--- src/rtl/piso_tx_311_pkg.sv ---
// Shared types and constants for the piso_tx_311 serial transmitter.
package piso_tx_311_pkg;

    // Frame sequencing states
    typedef enum logic [2:0] {
        IDLE   = 3'd0,
        START  = 3'd1,
        DATA   = 3'd2,
        PARITY = 3'd3,
        STOP   = 3'd4
    } state_t;

    // Level the serial line rests at between frames (also the stop-bit level)
    localparam logic LINE_IDLE = 1'b1;

    // Bits needed to count 0..width inclusive, i.e. ceil(log2(width+1)), minimum 1
    function automatic int cnt_width(input int width);
        int w;
        w = 1;
        for (int i = 0; i < 31; i++) begin
            if ((1 << i) < (width + 1)) begin
                w = i + 1;
            end
        end
        return w;
    endfunction

endpackage

--- src/rtl/shreg_311.sv ---
// Parallel-load, right-shift payload register; bit 0 is the next bit on the line.
module shreg_311 #(
    parameter int WIDTH = 8
) (
    input  logic             clk,
    input  logic             rst,
    input  logic             load,
    input  logic             shift,
    input  logic [WIDTH-1:0] din,
    output logic             lsb
);

    logic [WIDTH-1:0] q_reg;

    // Load has priority over shift; shifting moves the next payload bit into bit 0
    always_ff @(posedge clk or posedge rst) begin
        if (rst) begin
            q_reg <= '0;
        end else if (load) begin
            q_reg <= din;
        end else if (shift) begin
            q_reg <= q_reg >> 1;
        end
    end

    assign lsb = q_reg[0];

endmodule

--- src/rtl/piso_tx_311.sv ---
// Parallel-in serial-out framer: start bit, LSB-first payload, optional even parity, stop bit.
module piso_tx_311
    import piso_tx_311_pkg::*;
#(
    parameter int WIDTH     = 8,
    parameter int PARITY_EN = 1
) (
    input  logic             clk,
    input  logic             reset_311,
    input  logic             load_311,
    input  logic [WIDTH-1:0] data_311,
    output logic             sout_311,
    output logic             soutb_311,
    output logic             busy_311,
    output logic             done_311
);

    localparam int            CW       = cnt_width(WIDTH);
    localparam logic [CW-1:0] CNT_LAST = CW'(WIDTH);

    state_t        state_reg;
    logic [CW-1:0] bit_cnt_reg;
    logic          parity_reg;
    logic          sout_reg;
    logic          busy_reg;
    logic          done_reg;

    logic          accept;
    logic          shift_en;
    logic          shreg_lsb;

    // A load is only honoured while idle, so anything arriving mid-frame is dropped
    assign accept   = (state_reg == IDLE) && load_311;
    // Advance the payload each time a bit is moved onto the line (START and all but the last DATA cycle)
    assign shift_en = (state_reg == START) ||
                      ((state_reg == DATA) && (bit_cnt_reg != CNT_LAST));

    shreg_311 #(
        .WIDTH (WIDTH)
    ) u_shreg (
        .clk   (clk),
        .rst   (reset_311),
        .load  (accept),
        .shift (shift_en),
        .din   (data_311),
        .lsb   (shreg_lsb)
    );

    // Frame sequencer; every output is registered one state ahead so it lines up with the state it belongs to
    always_ff @(posedge clk or posedge reset_311) begin
        if (reset_311) begin
            state_reg   <= IDLE;
            bit_cnt_reg <= '0;
            parity_reg  <= 1'b0;
            sout_reg    <= LINE_IDLE;
            busy_reg    <= 1'b0;
            done_reg    <= 1'b0;
        end else begin
            case (state_reg)
                IDLE: begin
                    sout_reg <= LINE_IDLE;
                    busy_reg <= 1'b0;
                    done_reg <= 1'b0;
                    if (load_311) begin
                        state_reg   <= START;
                        bit_cnt_reg <= '0;
                        // Parity is taken from the captured word, so later data_311 changes cannot affect it
                        parity_reg  <= ^data_311;
                        sout_reg    <= ~LINE_IDLE;
                        busy_reg    <= 1'b1;
                    end
                end
                START: begin
                    state_reg   <= DATA;
                    sout_reg    <= shreg_lsb;
                    bit_cnt_reg <= bit_cnt_reg + CW'(1);
                end
                DATA: begin
                    // bit_cnt_reg holds the number of payload bits already driven; it stops at WIDTH
                    if (bit_cnt_reg == CNT_LAST) begin
                        if (PARITY_EN != 0) begin
                            state_reg <= PARITY;
                            sout_reg  <= parity_reg;
                        end else begin
                            state_reg <= STOP;
                            sout_reg  <= LINE_IDLE;
                            done_reg  <= 1'b1;
                        end
                    end else begin
                        sout_reg    <= shreg_lsb;
                        bit_cnt_reg <= bit_cnt_reg + CW'(1);
                    end
                end
                PARITY: begin
                    state_reg <= STOP;
                    sout_reg  <= LINE_IDLE;
                    done_reg  <= 1'b1;
                end
                STOP: begin
                    state_reg <= IDLE;
                    sout_reg  <= LINE_IDLE;
                    busy_reg  <= 1'b0;
                    done_reg  <= 1'b0;
                end
                default: begin
                    state_reg <= IDLE;
                    sout_reg  <= LINE_IDLE;
                    busy_reg  <= 1'b0;
                    done_reg  <= 1'b0;
                end
            endcase
        end
    end

    assign sout_311  = sout_reg;
    // Derived from the same register so the pair stays complementary even while reset is held
    assign soutb_311 = ~sout_reg;
    assign busy_311  = busy_reg;
    assign done_311  = done_reg;

endmodule

--- config.mk ---
export PLATFORM = sky130hd
export DESIGN_NAME = piso_tx_311
export DESIGN_NICKNAME = d
export VERILOG_FILES = /design/src/rtl/piso_tx_311_pkg.sv /design/src/rtl/shreg_311.sv /design/src/rtl/piso_tx_311.sv
export SDC_FILE = /design/constraint.sdc
export NUM_CORES = 1
export LEC_CHECK = 0
export ABC_AREA = 1
export BUFFER_PORTS_ARGS = -buffer_cell sky130_fd_sc_hd__buf_4
export CELL_PAD_IN_SITES_DETAIL_PLACEMENT = 1
export CELL_PAD_IN_SITES_GLOBAL_PLACEMENT = 2
export CORE_ASPECT_RATIO = 2
export CORE_MARGIN = 10
export CORE_UTILIZATION = 35
export DETAILED_ROUTE_END_ITERATION = 12
export PLACE_DENSITY = 0.84
export SLEW_MARGIN = 20
export SYNTH_ARGS = -nofsm -noshare
export SYNTH_HDL_FRONTEND = slang
export SYNTH_SLANG_ARGS = --single-unit
--- constraint.sdc ---
create_clock -name clk -period 3.4 [get_ports clk]
set_clock_uncertainty 0.2 [all_clocks]
set_input_delay 0.17 -clock clk [delete_from_list [all_inputs] [get_ports clk]]
set_output_delay 0.17 -clock clk [all_outputs]
set_load 0.1 [all_outputs]
==> results of run 1 <==
-- Yosys cell counts, drive strengths merged --
library cell | instances | share of area
dfstp | 1 | 0.023
nand4 | 1 | 0.0054
inv | 20 | 0.067
o21bai | 1 | 0.0065
buf | 2 | 0.027
nand2 | 63 | 0.22
nor2 | 5 | 0.023
o211ai | 5 | 0.054
dfrtp | 18 | 0.39
xor2 | 1 | 0.0076
o21ai | 12 | 0.065
xnor2 | 1 | 0.0076
ha | 2 | 0.022
nand3 | 11 | 0.083
-- critical path: cells and delay by family (launching register included) --
family	cells	cell delay, ns
adders and majority gates	1	0.18
AOI/OAI and AO/OA	1	0.07
DFF	1	0.40
buffers and inverters	2	0.32
and+or+nand+nor	4	0.49
-- power by group --
part	internal [mW]	leakage (nW)	switching [mW]	total, mW
registers	0.328	0.242	0.0695	0.398
logic	0.197	0.442	0.500	0.697
clock network	0.0831	0.0228	0.0680	0.151
total	0.609	0.708	0.637	1.25
-- final cells by class --
cell class,instances,area [sq um]
Sequential cell,19,477
Timing Repair Buffer,15,115
Fill cell,419,1840
Inverter,20,77.6
Multi-Input combinational cell,102,567
Tap cell,31,38.8
Clock buffer,4,45.0
-- per-layer routing --
| metal | vias to the layer above | share of wire | GRT usage |
|---|---|---|---|
| met5 | - | 0 | 0 |
| met4 | 0 | 0.036 | 0.0577 |
| met3 | 7 | 0.032 | 0.0150 |
| met1 | 437 | 0.35 | 0.0801 |
| li1 | 484 | - | - |
| met2 | 14 | 0.59 | 0.180 |
-- kinds of logic (layout without fill, tap and decap cells) --
family                     count (synthesis)  after routing  share of synthesized area
DFF                                       19             19                      0.414
and+or+nand+nor                           80             80                      0.329
xor gates and xnor gates                   2              2                     0.0152
buffers and inverters                     22             39                     0.0945
adders and majority gates                  2              2                     0.0217
AOI/OAI and AO/OA                         18             18                      0.126
-- worst paths after layout --
kind                                     to            from  slack [ns]  cells after the start
setup / recovery           u_shreg.q_reg[7]  bit_cnt_reg[0]        1.65                      8
max in group asynchronous  u_shreg.q_reg[5]       reset_311        2.16                      3
hold reg to reg                    done_311        done_311        0.28                      2
hold / removal             u_shreg.q_reg[7]     data_311[7]        0.03                      3
setup reg to reg           u_shreg.q_reg[7]  bit_cnt_reg[0]        1.65                      8
min in group asynchronous  u_shreg.q_reg[7]       reset_311        0.39                      3
-- per-stage QoR --
stage | hold slack (ns) | power [mW] | setup WS (ns) | util | instance area, sq um
after floorplan | -0.0796 | 1.01 | 1.66 | - | 1150
after CTS | 0.0261 | 1.27 | 1.62 | 0.418 | 1320
final | 0.0257 | 1.25 | 1.65 | 0.418 | 1320
after detailed placement | 0.129 | 1.12 | 1.64 | 0.401 | 1260
after global placement | 0.126 | 1.09 | 1.69 | 0.401 | 1260
after global routing | 0.0419 | 1.36 | 1.49 | 0.418 | 1320
==> results.yml, run 1 <==
outcome:
  outcome: "finished clean"
final_layout:
  instances_no_fill: 191
  area_growth_pct: 14.5
  antenna_cells: 0
  layout_common_cells: "nand2_1, dfrtp_1, inv_1"
  final_common_cell: "nand2_1"
  largest_register_ffs: 8
  final_layout_size_suffix_gt1_frac: 0.263
  nets: 174
synthesis:
  postSynthCellCount: 143
  synthesis.nets: 156
  synth_warnings: 0
  avgSynthCellArea_sq_um: 8.06
  seq_area_frac_synth: 0.414
  ys_ff_latch: 19
  netlist_area_sq_um: 1150
  ys_types: 23
timing:
  fmax_mhz: 572
  finalSetupViolations: 0
  tightest_slew_ns: 0.701
  fin_crit_sh: 0.514
  fin_setup_tns_ns: 0
  fin_crit_ns: 1.75
  relSlewSlack: 0.532
  finalHoldViolations: 0
  drv_slew: 0
  rsz0062_at_grt: "no"
flow_run:
  maxCapViolations: 0
routing:
  drtIter0Drc: 8
  ant_nets: 0
  vias_per_cell: 4.93
  via_count: 942
  drc: 0
  first_pass_iters: 2
  wl_per_cell_microns: 13.2
  wl_mm: 2.52
setup_path:
  required_ns: 3.38
  cp-start-kind: "flop"
  cp_slowest_stage_delay_ns: 0.40
  arrival_ns: 1.72
  path_cells: "inv_1 > ha_1 > nand3_2 > nand3_2 > nand3_4 > inv_4 > nand2_1 > o21ai_1"
  crit_top_cell: "nand3_2"
  cp_max_fo: 15
  critical_path_class: "reg -> reg"
  cp-end-kind: "flop"
  crit_slowest_cell: "dfrtp_1"
grt:
  grt_pass1_vias: 1102
  gr-total-overflow: 0
  grt_max_degree: 20
  grt_util_all_layers: 0.0928
  antenna_found_initial: 0
  grt_pass1_wl_mm: 4.49
cts:
  cts_resized: 0
  cts_buffers: 3
  clk_pin_slew_worst_paths_ns: 0.07
  cts_max_path_buffers: 2
  post_cts_buffers: 0
  cts_root_buf: "clkbuf_8"
  worst_skew_pair.late_latency_ns: 0.25
  htreeDepth: 1
  clock_sinks: 19
  cts_tree: "done"
  holdBufCountCts: 1
floorplan:
  io_pins: 15
  start_util: 0.365
  fp.dieH_microns: 101
  fp.dieArea_sq_um: 6130
  fp.coreArea_sq_um: 3160
  fp-row-count: 29
  die_w_microns: 60.6
placed_design:
  dp_hpwl_mm: 2.13
  routabilityCongestion: 0.742
  io_buffers: 14
  placed_cells: 186
power:
  ir_drop_mv: 0.310
  powerDensity_nw_per_um2: 944
  leakagePower_nw: 0.708
min_path:
  hold_path.class: "in -> reg"
Note: power is estimated with default switching activity, not from simulation.
==> inputs of run 2 (changes only) <==
ABC_AREA = 0   (was 1)
CORE_UTILIZATION = 31   (was 35)
PLACE_DENSITY = 0.76   (was 0.84)
clock period = 1.4 ns   (was 3.4 ns; I/O delays follow)
==> results.yml, run 2 <==
outcome:
  outcome: "finished with violations"
  violations: "setup timing"
synthesis:
  ys_types: 30
  yosys.area.top_type: "dfrtp_1"
  synth_top_family_by_area: "compound AO/OA/AOI/OAI gates"
  synth_edf_count: 0
  synth_xor_area_frac: 0.0660
  synth_compound_area_frac: 0.227
  avgSynthCellArea_sq_um: 9.66
  netlist_area_sq_um: 1060
  seq_area_frac_synth: 0.449
  synthTopCellsByCount: "dfrtp_1, nand2_1, a21oi_1, o21ai_0"
  ys_ff_latch: 19
  synth_warnings: 0
  synth-simple-area-share: 0.160
  async_flop_share: 1.00
  yosysMostFrequentCell: "dfrtp_1"
  netlist.area_leader.share: 0.424
  synth_fa_ha_area_frac: 0.0236
  synthFlopType: "dfrtp_1"
  synth.area.top_cells: "dfrtp_1, xnor2_1, o31ai_1"
  synth_mux_area_frac: 0.00942
  postSynthCellCount: 110
  synthesis.nets: 123
power:
  swShare: 0.463
  leakagePower_nw: 0.655
  clkPwrFrac: 0.102
  switching_power_mw: 1.77
  powerDensity_nw_per_um2: 2490
  power_frac_comb: 0.632
  p_seq_frac: 0.266
  internal_power_mw: 2.06
  ir_drop_mv: 1.13
grt:
  grt_util_all_layers: 0.0980
  grt_pass1_wl_mm: 4.78
  gr-total-overflow: 0
  grt_max_degree: 20
  grt_pass1_vias: 1024
  antenna_found_initial: 0
routing:
  wl_per_cell_microns: 15.7
  vias_per_cell: 5.30
  first_pass_iters: 4
  wl_mm: 2.85
  drc: 0
  ant_nets: 0
  via_count: 964
  drtIter0Drc: 3
setup_path:
  crit_buf_inv: 1
  crit_slowest_cell: "dfrtp_1"
  cp-end-kind: "flop"
  path_cells: "inv_1 > ha_2 > and3b_2 > o21a_4 > nor3_1 > o31ai_2"
  reg2reg_slack_ns: -0.31
  critPathTopFamily: "simple AND/OR/NAND/NOR gates"
  cp_max_fo: 8
  arrival_ns: 1.65
  required_ns: 1.34
  cp_slowest_stage_delay_ns: 0.36
  cp-start-kind: "flop"
  critical_path_class: "reg -> reg"
final_layout:
  final_common_cell: "buf_4"
  fillerInstances: 369
  instances_no_fill: 182
  nets: 164
  largest_register_ffs: 8
  antenna_cells: 0
  area_growth_pct: 44.9
  stdcell_area_sq_um: 1540
  layout_common_cells: "buf_4, dfrtp_1, nand2_1"
  final_layout_size_suffix_gt1_frac: 0.373
floorplan:
  fp-row-count: 30
  start_util: 0.318
  io_pins: 15
  fp.dieArea_sq_um: 6310
  fp.coreArea_sq_um: 3340
  fp.dieH_microns: 103
  die_w_microns: 61.4
cts:
  cts_tree: "done"
  clk_pin_slew_worst_paths_ns: 0.07
  clock_sinks: 19
  cts_buffers: 3
  cts_root_buf: "clkbuf_8"
  cts_max_path_buffers: 2
  htreeDepth: 1
  worst_skew_pair.late_latency_ns: 0.26
placed_design:
  placed_cells: 165
  io_buffers: 14
  routabilityCongestion: 0.748
  dpl-instance-area_sq_um: 1300
  place_ws_ns: -0.379
  dp_hpwl_mm: 2.14
timing:
  fin_ws_ns: -0.312
  tightest_slew_ns: 0.321
  whs_ns: 0.192
  fmax_mhz: 584
  relSlewSlack: 0.785
  finalSetupViolations: 17
  finalHoldViolations: 0
  fin_crit_ns: 1.71
  rsz0062_at_grt: "yes"
  fin_crit_sh: 1.22
  drv_slew: 0
min_path:
  hold_path.class: "in -> reg"
flow_run:
  maxCapViolations: 0
==> run 2: changes by cell type in the layout (fill, tap and decap cells not counted), sizes merged, moves of 9 or more <==
cell / change
nand2: -51
buf: +17
inv: -16
a21oi: +11
nand3: -11
dlygate4sd3: +9
==> run 2: routing by layer <==
metal / up-vias / wire (microns) / track usage
met5: - / 0 / 0
met1: 482 / 1050 / 0.105
met4: 0 / 27 / 0.0311
met2: 13 / 1690 / 0.183
met3: 2 / 79 / 0.0160
li1: 467 / - / -
==> run 2: what timing repair did <==
item,4_1_cts,5_1_grt
endpoints found under the hold margin,30,0
setup endpoints to repair,18,20
pin swaps,5,3
hold buffers,10,0
resized for setup,13,9
setup buffers,0,2
cloned,1,0
==> run 2: cells by family after synthesis <==
logic type	Yosys count
compound gates	36
xor+xnor	8
fa+ha+maj	2
buf+inv	12
flops	19
mux	1
simple gates	32
==> run 2: metrics by stage <==
stage	utilization	power, mW	TNS (ns)
after floorplan	-	2.49	-3.36
after CTS	0.449	3.73	-3.79
after global routing	0.461	4.09	-5.01
after global placement	0.390	3.05	-3.35
final	0.461	3.83	-3.80
after detailed placement	0.390	3.13	-4.47
==> run 2: power groups by stage <==
stage / registers, mW / logic, mW / clock network, mW
after detailed placement: 1.01 / 2.12 / 0
after global placement: 0.998 / 2.06 / 0
final: 1.02 / 2.42 / 0.390
after CTS: 1.02 / 2.31 / 0.403
after global routing: 1.05 / 2.62 / 0.419
after floorplan: 1.27 / 1.22 / 0
==> run 2: worst paths after layout <==
path | startpoint | to | cells past startpoint
max reg2reg | bit_cnt_reg[1] | u_shreg.q_reg[1] | 6
min in group asynchronous | reset_311 | u_shreg.q_reg[2] | 4
max | bit_cnt_reg[1] | u_shreg.q_reg[1] | 6
min | data_311[1] | parity_reg | 5
min reg2reg | u_shreg.q_reg[0] | sout_311 | 2
max in group asynchronous | reset_311 | sout_311 | 4
==> run 2: layout make-up <==
class / instances / area [sq um] / share of cell area
sequential: 19 / 483 / 0.314
inverter: 6 / 26.3 / 0.0171
multi-input combinational: 80 / 581 / 0.377
timing repair buffer: 41 / 364 / 0.237
tap: 32 / 40.0 / 0.0260
clock buffer: 4 / 45.0 / 0.0293
==> run 2: worst reg2reg max path, delay by kind of cell (launching register included) <==
kind                       cells  cell delay (ns)
adders and majority gates      1             0.17
AOI/OAI and AO/OA              2             0.35
buffers and inverters          1             0.06
and+or+nand+nor                2             0.46
DFF                            1             0.36
==> inputs of run 3 (changes only) <==
CORE_UTILIZATION = 34   (was 31)
PLACE_DENSITY = 0.79   (was 0.76)
clock period = 1.9 ns   (was 1.4 ns; I/O delays follow)
==> results.yml, run 3 (same netlist as run 2, synthesis figures left out) <==
outcome:
  outcome: "finished clean"
timing:
  fin_ws_ns: 0.155
  relSlewSlack: 0.486
  fin_crit_sh: 0.918
  drv_slew: 0
  finalHoldViolations: 0
  rsz0062_at_grt: "no"
  fin_setup_tns_ns: 0
  finalSetupViolations: 0
  tightest_slew_ns: 0.771
  fin_crit_ns: 1.74
  fmax_mhz: 573
grt:
  grt_util_all_layers: 0.100
  grt_pass1_wl_mm: 4.70
  gr-total-overflow: 0
  antenna_found_initial: 0
  grt_max_degree: 20
  grt_pass1_vias: 1045
setup_path:
  startpoint: "bit_cnt_reg[0]"
  cp-end-kind: "flop"
  cp-start-kind: "flop"
  cp_max_fo: 8
  r2r-end: "u_shreg.q_reg[7]"
  crit_path_end: "u_shreg.q_reg[7]"
  r2r-start: "bit_cnt_reg[0]"
  arrival_ns: 1.69
  reg2reg_slack_ns: 0.16
  ff2ff_path_depth: 6
  required_ns: 1.85
  critical_path_class: "reg -> reg"
min_path:
  hold_path.class: "reg -> reg"
  hold_depth: 1
power:
  internal_power_mw: 1.23
  leakagePower_nw: 0.589
  swShare: 0.485
  p_seq_frac: 0.304
  switching_power_mw: 1.16
  ir_drop_mv: 0.626
  power_frac_comb: 0.571
  total_power_mw: 2.39
  powerDensity_nw_per_um2: 1770
  clkPwrFrac: 0.125
placed_design:
  placed_cells: 154
  dp_hpwl_mm: 2.03
  place_ws_ns: 0.0672
  routabilityCongestion: 0.730
  io_buffers: 14
floorplan:
  fp-row-count: 28
  fp.dieArea_sq_um: 5900
  io_pins: 15
  die_w_microns: 59.5
  fp.coreArea_sq_um: 2980
  start_util: 0.357
  fp.dieH_microns: 99.1
final_layout:
  nets: 152
  instances_no_fill: 168
  final_core_util: 0.454
  layout_common_cells: "buf_4, dfrtp_1, nand2_1"
  antenna_cells: 0
  final_layout_size_suffix_gt1_frac: 0.232
  final_common_cell: "buf_4"
  largest_register_ffs: 8
  fillerInstances: 344
  area_growth_pct: 27.2
cts:
  clock_sinks: 19
  worst_skew_pair.late_latency_ns: 0.27
  post_cts_buffers: 0
  htreeDepth: 1
  cts_root_buf: "clkbuf_8"
  cts_tree: "done"
  cts_buffers: 3
  clk_pin_slew_worst_paths_ns: 0.07
  cts_max_path_buffers: 2
routing:
  drtIter0Drc: 9
  wl_mm: 2.63
  via_count: 900
  vias_per_cell: 5.36
  first_pass_iters: 4
  wl_per_cell_microns: 15.6
  drc: 0
  ant_nets: 0
flow_run:
  maxCapViolations: 0
## run 3: cell count changes in the layout (fill, tap and decap cells not counted), sizes merged
cell,before,now
buf,31,20
inv,4,5
clkinvlp,1,0
o21ai,13,12
## run 3: per-layer routing
metal  track usage  share of wire  up-vias
li1              -              -      443
met1         0.105           0.39      438
met2         0.175           0.56       14
met3        0.0193          0.027        5
met4        0.0573          0.026        0
met5             0              0        -
## run 3: cell type report
| class | count | area [sq um] | share of cell area |
|---|---|---|---|
| clock buffers | 4 | 45.0 | 0.0333 |
| repair buffers | 30 | 250 | 0.185 |
| flip-flops and latches | 19 | 477 | 0.353 |
| multi-input cells | 79 | 519 | 0.384 |
| inverters | 6 | 22.5 | 0.0167 |
| well taps | 30 | 37.5 | 0.0278 |
## run 3: through the flow
step           area, sq um  hold WS (ns)
2_1_floorplan         1060        -0.155
3_3_place_gp          1200        0.0750
3_5_place_dp          1200        0.0858
4_1_cts               1350         0.299
5_1_grt               1350         0.337
6_report              1350         0.291
## run 3: worst min-delay path by stage
stage / from / endpoint / slack [ns]
after detailed placement: reset_311 / u_shreg.q_reg[2] / 0.09
after global routing: bit_cnt_reg[3] / bit_cnt_reg[3] / 0.34
after CTS: bit_cnt_reg[3] / bit_cnt_reg[3] / 0.30
after floorplan: reset_311 / bit_cnt_reg[0] / -0.15
after global placement: reset_311 / u_shreg.q_reg[3] / 0.07
final: bit_cnt_reg[3] / bit_cnt_reg[3] / 0.29
## run 3: power by group through the flow
stage	Sequential (mW)	Clock [mW]	Combinational (mW)
3_5_place_dp	0.740	0	1.37
6_report	0.728	0.299	1.37
3_3_place_gp	0.728	0	1.33
4_1_cts	0.733	0.304	1.39
5_1_grt	0.755	0.316	1.51
2_1_floorplan	0.909	0	0.862
## run 3: critical path, stage by stage (launching register included)
cell     delay [ns]
dfrtp_1        0.35
inv_1          0.05
ha_1           0.19
and3b_2        0.25
o21a_2         0.28
o21ai_0        0.22
o21ai_0        0.10
## run 3: repair_timing
action | 4_1_cts | 5_1_grt
hold endpoints to repair | 29 | 0
hold buffers | 10 | 0
resized for setup | 0 | 2
setup endpoints to repair | 0 | 8
